File: config.mk
export PLATFORM = sky130hd
export DESIGN_NAME = branch_sel_encoder
export DESIGN_NICKNAME = d
export VERILOG_FILES = /design/src/rtl/branch_sel_pkg.sv /design/src/rtl/branch_sel_prio_enc.sv /design/src/rtl/branch_sel_encoder.sv
export SDC_FILE = /design/constraint.sdc
export NUM_CORES = 1
export LEC_CHECK = 0
export CORE_AREA = 2 2 39 41
export DETAILED_ROUTE_END_ITERATION = 7
export DIE_AREA = 0 0 41 43
export PLACE_DENSITY = 0.59
export SETUP_SLACK_MARGIN = 0.05
export SLEW_MARGIN = 25
export SYNTH_ARGS = -nofsm -noshare
export SYNTH_HDL_FRONTEND = slang
export SYNTH_SLANG_ARGS = --single-unit
File: constraint.sdc
create_clock -name clk -period 2.1 [get_ports clk]
set_clock_uncertainty 0.05 [all_clocks]
set_input_delay 0.42 -clock clk [delete_from_list [all_inputs] [get_ports clk]]
set_output_delay 0.42 -clock clk [all_outputs]
set_load 0.02 [all_outputs]
File: src/rtl/branch_sel_pkg.sv
// Shared types and sizing helpers for the branch select encoder.
// Optional violation counter is enabled with BRANCH_SEL_VIOL_CNT_EN.
package branch_sel_pkg;

  // Widest select index needed for the largest legal chain (16 branches + else).
  localparam int SEL_W_MAX = 5;

  typedef logic [SEL_W_MAX-1:0] sel_t;

  typedef enum logic {
    IDLE = 1'b0,
    FULL = 1'b1
  } state_e;

  function automatic int sel_width(input int num_branch);
    return $clog2(num_branch + 1);
  endfunction

endpackage

File: src/rtl/branch_sel_prio_enc.sv
// Combinational lowest-set-bit encoder with any-set and multi-set flags.
module branch_sel_prio_enc
  import branch_sel_pkg::*;
#(
  parameter int NUM_BRANCH = 4
) (
  input  logic [NUM_BRANCH-1:0] cond_i,
  output sel_t                  idx_o,
  output logic                  any_o,
  output logic                  multi_o
);

  localparam logic [NUM_BRANCH-1:0] ONE = NUM_BRANCH'(1);

  // Scan from the top down so the lowest set bit is the last one written.
  always_comb begin
    idx_o = '0;
    for (int i = NUM_BRANCH - 1; i >= 0; i--) begin
      if (cond_i[i]) begin
        idx_o = sel_t'(i);
      end
    end
  end

  assign any_o   = |cond_i;
  // Clearing the lowest set bit leaves something only if two or more were set.
  assign multi_o = |(cond_i & (cond_i - ONE));

endmodule

File: src/rtl/branch_sel_encoder.sv
// Single-entry buffered encoder for if/else-if chains with violation flags.
// Define BRANCH_SEL_VIOL_CNT_EN to add the saturating violation counter.
module branch_sel_encoder
  import branch_sel_pkg::*;
#(
  parameter int NUM_BRANCH  = 4,
  parameter int UNIQUE_MODE = 0,
  parameter int CNT_W       = 8
) (
  input  logic                                  clk,
  input  logic                                  rst,
  input  logic                                  in_valid,
  output logic                                  in_ready,
  input  logic [NUM_BRANCH-1:0]                 cond,
  input  logic                                  has_else,
`ifdef BRANCH_SEL_VIOL_CNT_EN
  input  logic                                  viol_clr,
  output logic [CNT_W-1:0]                      viol_count,
`endif
  output logic                                  out_valid,
  input  logic                                  out_ready,
  output logic [sel_width(NUM_BRANCH)-1:0]      out_sel,
  output logic                                  out_else,
  output logic                                  out_none,
  output logic                                  out_multi
);

  localparam int SEL_W = sel_width(NUM_BRANCH);

  state_e           state_q;
  logic [SEL_W-1:0] sel_q, sel_d;
  logic             else_q, else_d;
  logic             none_q, none_d;
  logic             multi_q, multi_d;
  logic             accept;

  sel_t enc_idx;
  logic enc_any;
  logic enc_multi;

  branch_sel_prio_enc #(
    .NUM_BRANCH(NUM_BRANCH)
  ) u_prio_enc (
    .cond_i  (cond),
    .idx_o   (enc_idx),
    .any_o   (enc_any),
    .multi_o (enc_multi)
  );

  assign in_ready = !rst && ((state_q == IDLE) || out_ready);
  assign accept   = in_valid && in_ready;

  always_comb begin
    sel_d   = enc_any ? enc_idx[SEL_W-1:0] : SEL_W'(NUM_BRANCH);
    else_d  = !enc_any && has_else;
    none_d  = !enc_any && !has_else;
    multi_d = (UNIQUE_MODE != 0) && enc_multi;
  end

  // Results are only replaced on acceptance; a drained buffer keeps its last values.
  always_ff @(posedge clk) begin
    if (rst) begin
      state_q <= IDLE;
      sel_q   <= '0;
      else_q  <= 1'b0;
      none_q  <= 1'b0;
      multi_q <= 1'b0;
    end else begin
      case (state_q)
        IDLE: begin
          if (accept) begin
            state_q <= FULL;
          end
        end
        FULL: begin
          if (out_ready && !in_valid) begin
            state_q <= IDLE;
          end
        end
        default: state_q <= IDLE;
      endcase
      if (accept) begin
        sel_q   <= sel_d;
        else_q  <= else_d;
        none_q  <= none_d;
        multi_q <= multi_d;
      end
    end
  end

  assign out_valid = (state_q == FULL);
  assign out_sel   = sel_q;
  assign out_else  = else_q;
  assign out_none  = none_q;
  assign out_multi = multi_q;

`ifdef BRANCH_SEL_VIOL_CNT_EN
  localparam logic [CNT_W-1:0] CNT_ONE = CNT_W'(1);

  logic [CNT_W-1:0] cnt_q;
  logic             viol_d;

  assign viol_d = accept && (none_d || multi_d);

  // Clear wins over a same-cycle increment; the count sticks at all-ones.
  always_ff @(posedge clk) begin
    if (rst || viol_clr) begin
      cnt_q <= '0;
    end else if (viol_d && (cnt_q != '1)) begin
      cnt_q <= cnt_q + CNT_ONE;
    end
  end

  assign viol_count = cnt_q;
`endif

endmodule

==> flow_summary_export.csv, run 1 <==
group,metric,value,unit
sta,final_period_minus_worst_setup_slack,1.93,ns
grt,grt.overflow.total,0,
route,antenna_left,0,
min_path,whs_path_depth,2,
yosys,synthCells,34,
finish,drive_above_1_share,17.3,%
yosys,netlist_area,315,sq um
min_path,timing.hold.worst.start,"out_sel[0]$_SDFFE_PP0P_",
clocking,cts_hold_repair.buffers,0,
sta,post-route-period-util,92.0,%
sta,finalHoldViolations,0,
place,numPortBuffers,15,
run,max_cap_viol_count,0,
power_and_ir_drop,net-switching-power,0.0722,mW
route,post_drt_via_cell_ratio,4.54,
yosys,synth_largest_type_area_fraction,38.1,%
worst_setup_path,critical_path_class,"in -> out",
yosys,synth_enable_flop_cells,0,
yosys,yosysSeqAreaShare,38.1,%
yosys,syn-mean-instance-area,9.27,sq um
grt,antenna_found_initial,0,
clocking,cts_max_path_buffers,2,
clocking,clock_h_tree_levels,1,
grt,top_usage_layer,"met1",
worst_setup_path,critical_path.startpoint_type,"primary input",
route,initial_detailed_routing_violation_count,9,
sta,maxClockFrequency,0.518,GHz
worst_setup_path,ff2ff_setup_slack,1.05,ns
sta,maxSlewViolCount,0,
min_path,hold_class,"reg -> reg",
worst_setup_path,crit_fanout,2,
finish,syn2layout_area_growth,59.5,%
power_and_ir_drop,seq_power_share,42.0,%
worst_setup_path,endpoint_kind,"primary output",
sta,worst_slack,0.168,ns
yosys,synth-async-reset-ratio,0,%
place,place.detailed.hpwl,499,microns
outcome,outcome,"finished, final reports clean",
clocking,post_cts_buffers,0,
grt,gr-usage-met2,11.3,%
finish,multi_input_comb_area,173,sq um
place,placed_area,482,sq um
route,wl,656,microns
route,number_of_iterations_in_the_first_detailed_routing_pass,4,
yosys,synth_area_leaders,"dfxtp_1 (38%), nor4_4 (6.7%), nand2b_1 (6.0%)",
power_and_ir_drop,vdd_ir_drop_max,258,uV
grt,global_route.usage.total,9.65,%
place,place.gp.congestion,0.712,
grt,grt_first_pass_wirelength,1120,microns
clocking,cts.root.buffer_cell,"clkbuf_4",
clocking,clk-insertion-delay-late,0.24,ns
power_and_ir_drop,power.share.switching,25.4,%
worst_setup_path,crit_arrival,1.46,ns
route,dr_wl_cell,9.65,microns
clocking,cts_made_buffers,3,
grt,first_global_vias,265,
power_and_ir_drop,power.internal,0.212,mW
floorplanning,floorplan.core_area,1380,sq um
min_path,hold_worst_path_end,"out_sel[0]$_SDFFE_PP0P_",
finish,diodes,0,
clocking,cts_tree,"done",
grt,gr-usage-met1,13.2,%
floorplanning,dieArea,1760,sq um
yosys,synthMostInstantiatedCell,"dfxtp_1",
power_and_ir_drop,power-per-cell-area,565,nW/um^2
route,vias,309,
floorplanning,core.rowCount,14,
power_and_ir_drop,power.clock.fraction,38.3,%
clocking,sinks_on_the_clock_net,6,
route,route.detailed.drc,0,
worst_setup_path,cp_data_required_time,1.63,ns
finish,layout.nets,63,
yosys,synthFlopType,"dfxtp_1",
sta,unrepaired_setup_endpoints_after_global_routing,"false",
yosys,syn_nets,43,
floorplanning,design.portCount,17,
finish,final_util,36.3,%
sta,setup_viol_count_final,0,
grt,largest_net_degree_at_the_start_of_global_routing,10,
floorplanning,dieWidth,41,microns
grt,gr_layer_usage_met3,5.24,%
worst_setup_path,path_depth_of_the_worst_reg2reg_path,4,
power_and_ir_drop,comb_power_share,19.8,%
power_and_ir_drop,power.leakage,0.177,nW
clocking,cts.clk_slew.worst_paths,0.05,ns
yosys,ys_ff_latch,6,
finish,regArea,120,sq um
worst_setup_path,regToRegStartpoint,"out_valid$_SDFF_PP0_",
worst_setup_path,crit-reg2reg-capture,"out_sel[0]$_SDFFE_PP0P_",
floorplanning,chipHeight,43,microns
floorplanning,initial_core_util,22.8,%
yosys,yosys_warnings,0,
yosys,synth_top_area_cell,"dfxtp_1",
yosys,synthDistinctLibCells,19,
finish,final_cell_area,503,sq um
finish,num-fill-cells,156,
yosys,synthTopCellsByCount,"dfxtp_1 (6), nor2_1 (5), a21oi_1 (3), nand2b_1 (3), o21ai_0 (3)",
place,pre_cts_ws,-0.118,ns
[power groups by stage]
stage | Combinational, mW | Clock [mW] | Sequential [mW]
CTS | 0.0565 | 0.115 | 0.119
global placement | 0.0571 | 0 | 0.121
detailed placement | 0.0572 | 0 | 0.121
finish | 0.0561 | 0.109 | 0.119
floorplan | 0.0225 | 0 | 0.125
global route | 0.0609 | 0.122 | 0.119
[metal layers]
metal	part of all wire (%)	vias to the layer above	routed length, microns
met4	0	0	0
met1	46	135	300
met5	0	-	0
li1	-	160	-
met2	45	14	295
met3	9.1	0	60
[timing repair]
item,4_1_cts,5_1_grt
gates resized for setup,1,0
hold endpoints to repair,0,0
setup endpoints to repair,1,0
[state kept, by name, indices dropped and copies added (netlist names)]
signal / cells
out_none: 1
out_valid: 1
out_sel: 3
out_else: 1
[critical path: stages]
cell and delay, ns:
clkdlybuf4s50_1 0.46, and2b_1 0.18, nor2_1 0.07, dlygate4sd2_1 0.33
[through the flow]
stage	hold WS, ns	power (mW)	instances	setup TNS, ns
after floorplan	0.469	0.148	34	0
after global placement	0.417	0.178	65	-0.119
after detailed placement	0.417	0.179	65	-0.118
after CTS	0.425	0.290	68	0
after global routing	0.459	0.302	68	0
final	0.421	0.284	68	0
[placed cells by master (no fill, tap or decap), types with 2 or more instances in the layout]
cell type        synthesis  layout
dfxtp_1                  6       6
buf_4                    1       2
o21ai_0                  3       3
nor2_1                   5       5
a21oi_1                  3       3
clkbuf_4                 0       3
nand2b_1                 3       3
clkdlybuf4s50_1          0      14
[how the worst max path moves through the flow]
stage | endpoint | slack (ns) | cells after the start | start
6_report | in_ready | 0.17 | 4 | out_ready
3_5_place_dp | in_ready | -0.12 | 4 | out_ready
4_1_cts | in_ready | 0.16 | 4 | out_ready
5_1_grt | in_ready | 0.09 | 4 | out_ready
2_1_floorplan | in_ready | 0.72 | 2 | out_ready
3_3_place_gp | in_ready | -0.12 | 4 | out_ready
[cell families after synthesis]
family                 after synthesis  share of synthesized area (%)
other                                1                           1.19
AND/OR/NAND/NOR                     14                           31.0
flip-flops                           6                           38.1
AO/OA/AOI/OAI                       10                           22.6
buffers and inverters                3                           7.14
[cell type report]
| cell class | instances | share of cell area [%] |
|---|---|---|
| tap | 16 | 3.98 |
| sequential | 6 | 23.9 |
| timing repair buffer | 17 | 32.6 |
| inverter | 1 | 0.746 |
| multi-input combinational | 25 | 34.3 |
| clock buffer | 3 | 4.48 |
(Power assumes the default switching activity.)
==> run 2: changes to the inputs <==
Settings changed: ABC_CLOCK_PERIOD_IN_PS set to 2100, PLACE_DENSITY 0.59 to 0.62, SLEW_MARGIN 25 to not set, SYNTH_HIERARCHICAL set to 1.
==> run 2 against run 1 <==
Against the previous run: setup slack better by 0.053 ns; flip-flop and latch count stayed put; sequential power hardly changed; combinational power is 9.8% higher; hold slack better by 0.0062 ns; total power is 2.0% higher; clock power hardly changed; utilization is 0.18 points higher; clock-buffer cell count stayed put; critical endpoint unchanged.
==> flow_summary_export.csv, run 2 <==
group,metric,value,unit
worst_setup_path,crit_arrival,1.41,ns
power_and_ir_drop,power-per-cell-area,573,nW/um^2
floorplanning,core.rowCount,14,
yosys,yosys_warnings,6,
clocking,cts_max_path_buffers,2,
finish,syn2layout_area_growth,57.2,%
yosys,netlist_area,322,sq um
finish,mostFrequentLayoutCell,"clkdlybuf4s50_1",
grt,global_route.usage.total,8.65,%
worst_setup_path,critical_path_class,"in -> out",
grt,grt_first_pass_wirelength,979,microns
min_path,hold_class,"reg -> reg",
yosys,synthCells,39,
power_and_ir_drop,power.leakage,0.216,nW
floorplanning,chipHeight,43,microns
floorplanning,floorplan.core_area,1380,sq um
clocking,cts_made_buffers,3,
finish,largest_register_ffs,3,
finish,final_util,36.5,%
grt,first_global_vias,273,
worst_setup_path,critical_path.startpoint_type,"primary input",
route,dr_wl_cell,8.65,microns
clocking,sinks_on_the_clock_net,6,
sta,finalHoldViolations,0,
clocking,cts.root.buffer_cell,"clkbuf_4",
run,max_cap_viol_count,0,
route,antenna_left,0,
worst_setup_path,cp_data_required_time,1.63,ns
clocking,cts_tree,"done",
power_and_ir_drop,report.power.total,0.290,mW
finish,diodes,0,
sta,hold_ws,0.427,ns
finish,num-fill-cells,157,
outcome,outcome,"finished, final reports clean",
floorplanning,design.portCount,17,
finish,layout.nets,67,
sta,maxClockFrequency,0.532,GHz
grt,largest_net_degree_at_the_start_of_global_routing,8,
sta,post-route-period-util,89.5,%
floorplanning,dieWidth,41,microns
sta,final_period_minus_worst_setup_slack,1.88,ns
place,place.gp.congestion,0.670,
finish,regArea,120,sq um
route,number_of_iterations_in_the_first_detailed_routing_pass,4,
route,vias,294,
floorplanning,initial_core_util,23.2,%
clocking,cts.clk_slew.worst_paths,0.05,ns
worst_setup_path,ff2ff_setup_slack,1.07,ns
route,initial_detailed_routing_violation_count,3,
yosys,syn-mean-instance-area,8.25,sq um
worst_setup_path,crit_fanout,2,
yosys,syn_nets,48,
power_and_ir_drop,vdd_ir_drop_max,294,uV
clocking,post_cts_buffers,0,
finish,drive_above_1_share,12.5,%
sta,maxSlewViolCount,0,
route,post_drt_via_cell_ratio,4.08,
place,numPortBuffers,15,
clocking,clock_h_tree_levels,1,
floorplanning,dieArea,1760,sq um
finish,most-common-layout-cells,"clkdlybuf4s50_1 (14), nor2_1 (6), nand2b_1 (6), dfxtp_1 (6)",
finish,final_cell_area,505,sq um
route,route.detailed.drc,0,
clocking,clk-insertion-delay-late,0.24,ns
finish,multi_input_comb_area,183,sq um
grt,antenna_found_initial,0,
sta,setup_viol_count_final,0,
place,place.detailed.hpwl,501,microns
place,placed_area,484,sq um
worst_setup_path,endpoint_kind,"primary output",
sta,unrepaired_setup_endpoints_after_global_routing,"false",
route,wl,623,microns
grt,grt.overflow.total,0,
[run 2: worst paths after layout]
check | startpoint | end | cells past startpoint
worst max-delay path | out_ready | in_ready | 4
worst max register to register | out_valid$_SDFF_PP0_ | out_none$_SDFFE_PP0P_ | 3
worst min register to register | out_else$_SDFFE_PP0P_ | out_else$_SDFFE_PP0P_ | 2
worst min-delay path | out_else$_SDFFE_PP0P_ | out_else$_SDFFE_PP0P_ | 2
[run 2: report_power, final]
group	total, mW	switching (mW)	internal, mW
registers	0.122	0.00246	0.119
logic	0.0616	0.0272	0.0344
clock network	0.107	0.0419	0.0647
[run 2: what timing repair did]
action	in CTS	in global routing
gates resized for setup	1	0
endpoints found under the setup margin	1	0
hold buffers	0	0
endpoints found under the hold margin	0	0
[run 2: through the flow]
stage          TNS (ns)  cells  setup slack, ns
6_report              0     72            0.221
3_3_place_gp    -0.0624     69          -0.0624
5_1_grt               0     72            0.171
4_1_cts               0     72            0.214
3_5_place_dp    -0.0598     69          -0.0598
2_1_floorplan         0     39            0.794
[run 2: per-layer routing]
| layer | track usage, % | up-vias | routed length [microns] |
|---|---|---|---|
| li1 | - | 155 | - |
| met1 | 9.39 | 126 | 303 |
| met2 | 11.9 | 13 | 268 |
| met3 | 5.24 | 0 | 51 |
| met4 | 6.00 | 0 | 0 |
| met5 | 0 | - | 0 |
[run 2: cell type report]
class,count,area share (%)
multi-input combinational,30,36.1
timing repair buffer,16,30.9
sequential,6,23.8
clock buffer,3,4.46
tap,16,3.96
inverter,1,0.743
[run 2: critical path: stages]
cell and delay (ns):
clkdlybuf4s50_1 0.47, nor2b_1 0.06, nor2_1 0.11, dlygate4sd2_1 0.35
==> run 3: changes to the inputs <==
Settings changed: CAP_MARGIN set to 30.
==> results of run 3 <==
Final layout, timing and power as in run 2 (identical DEF).
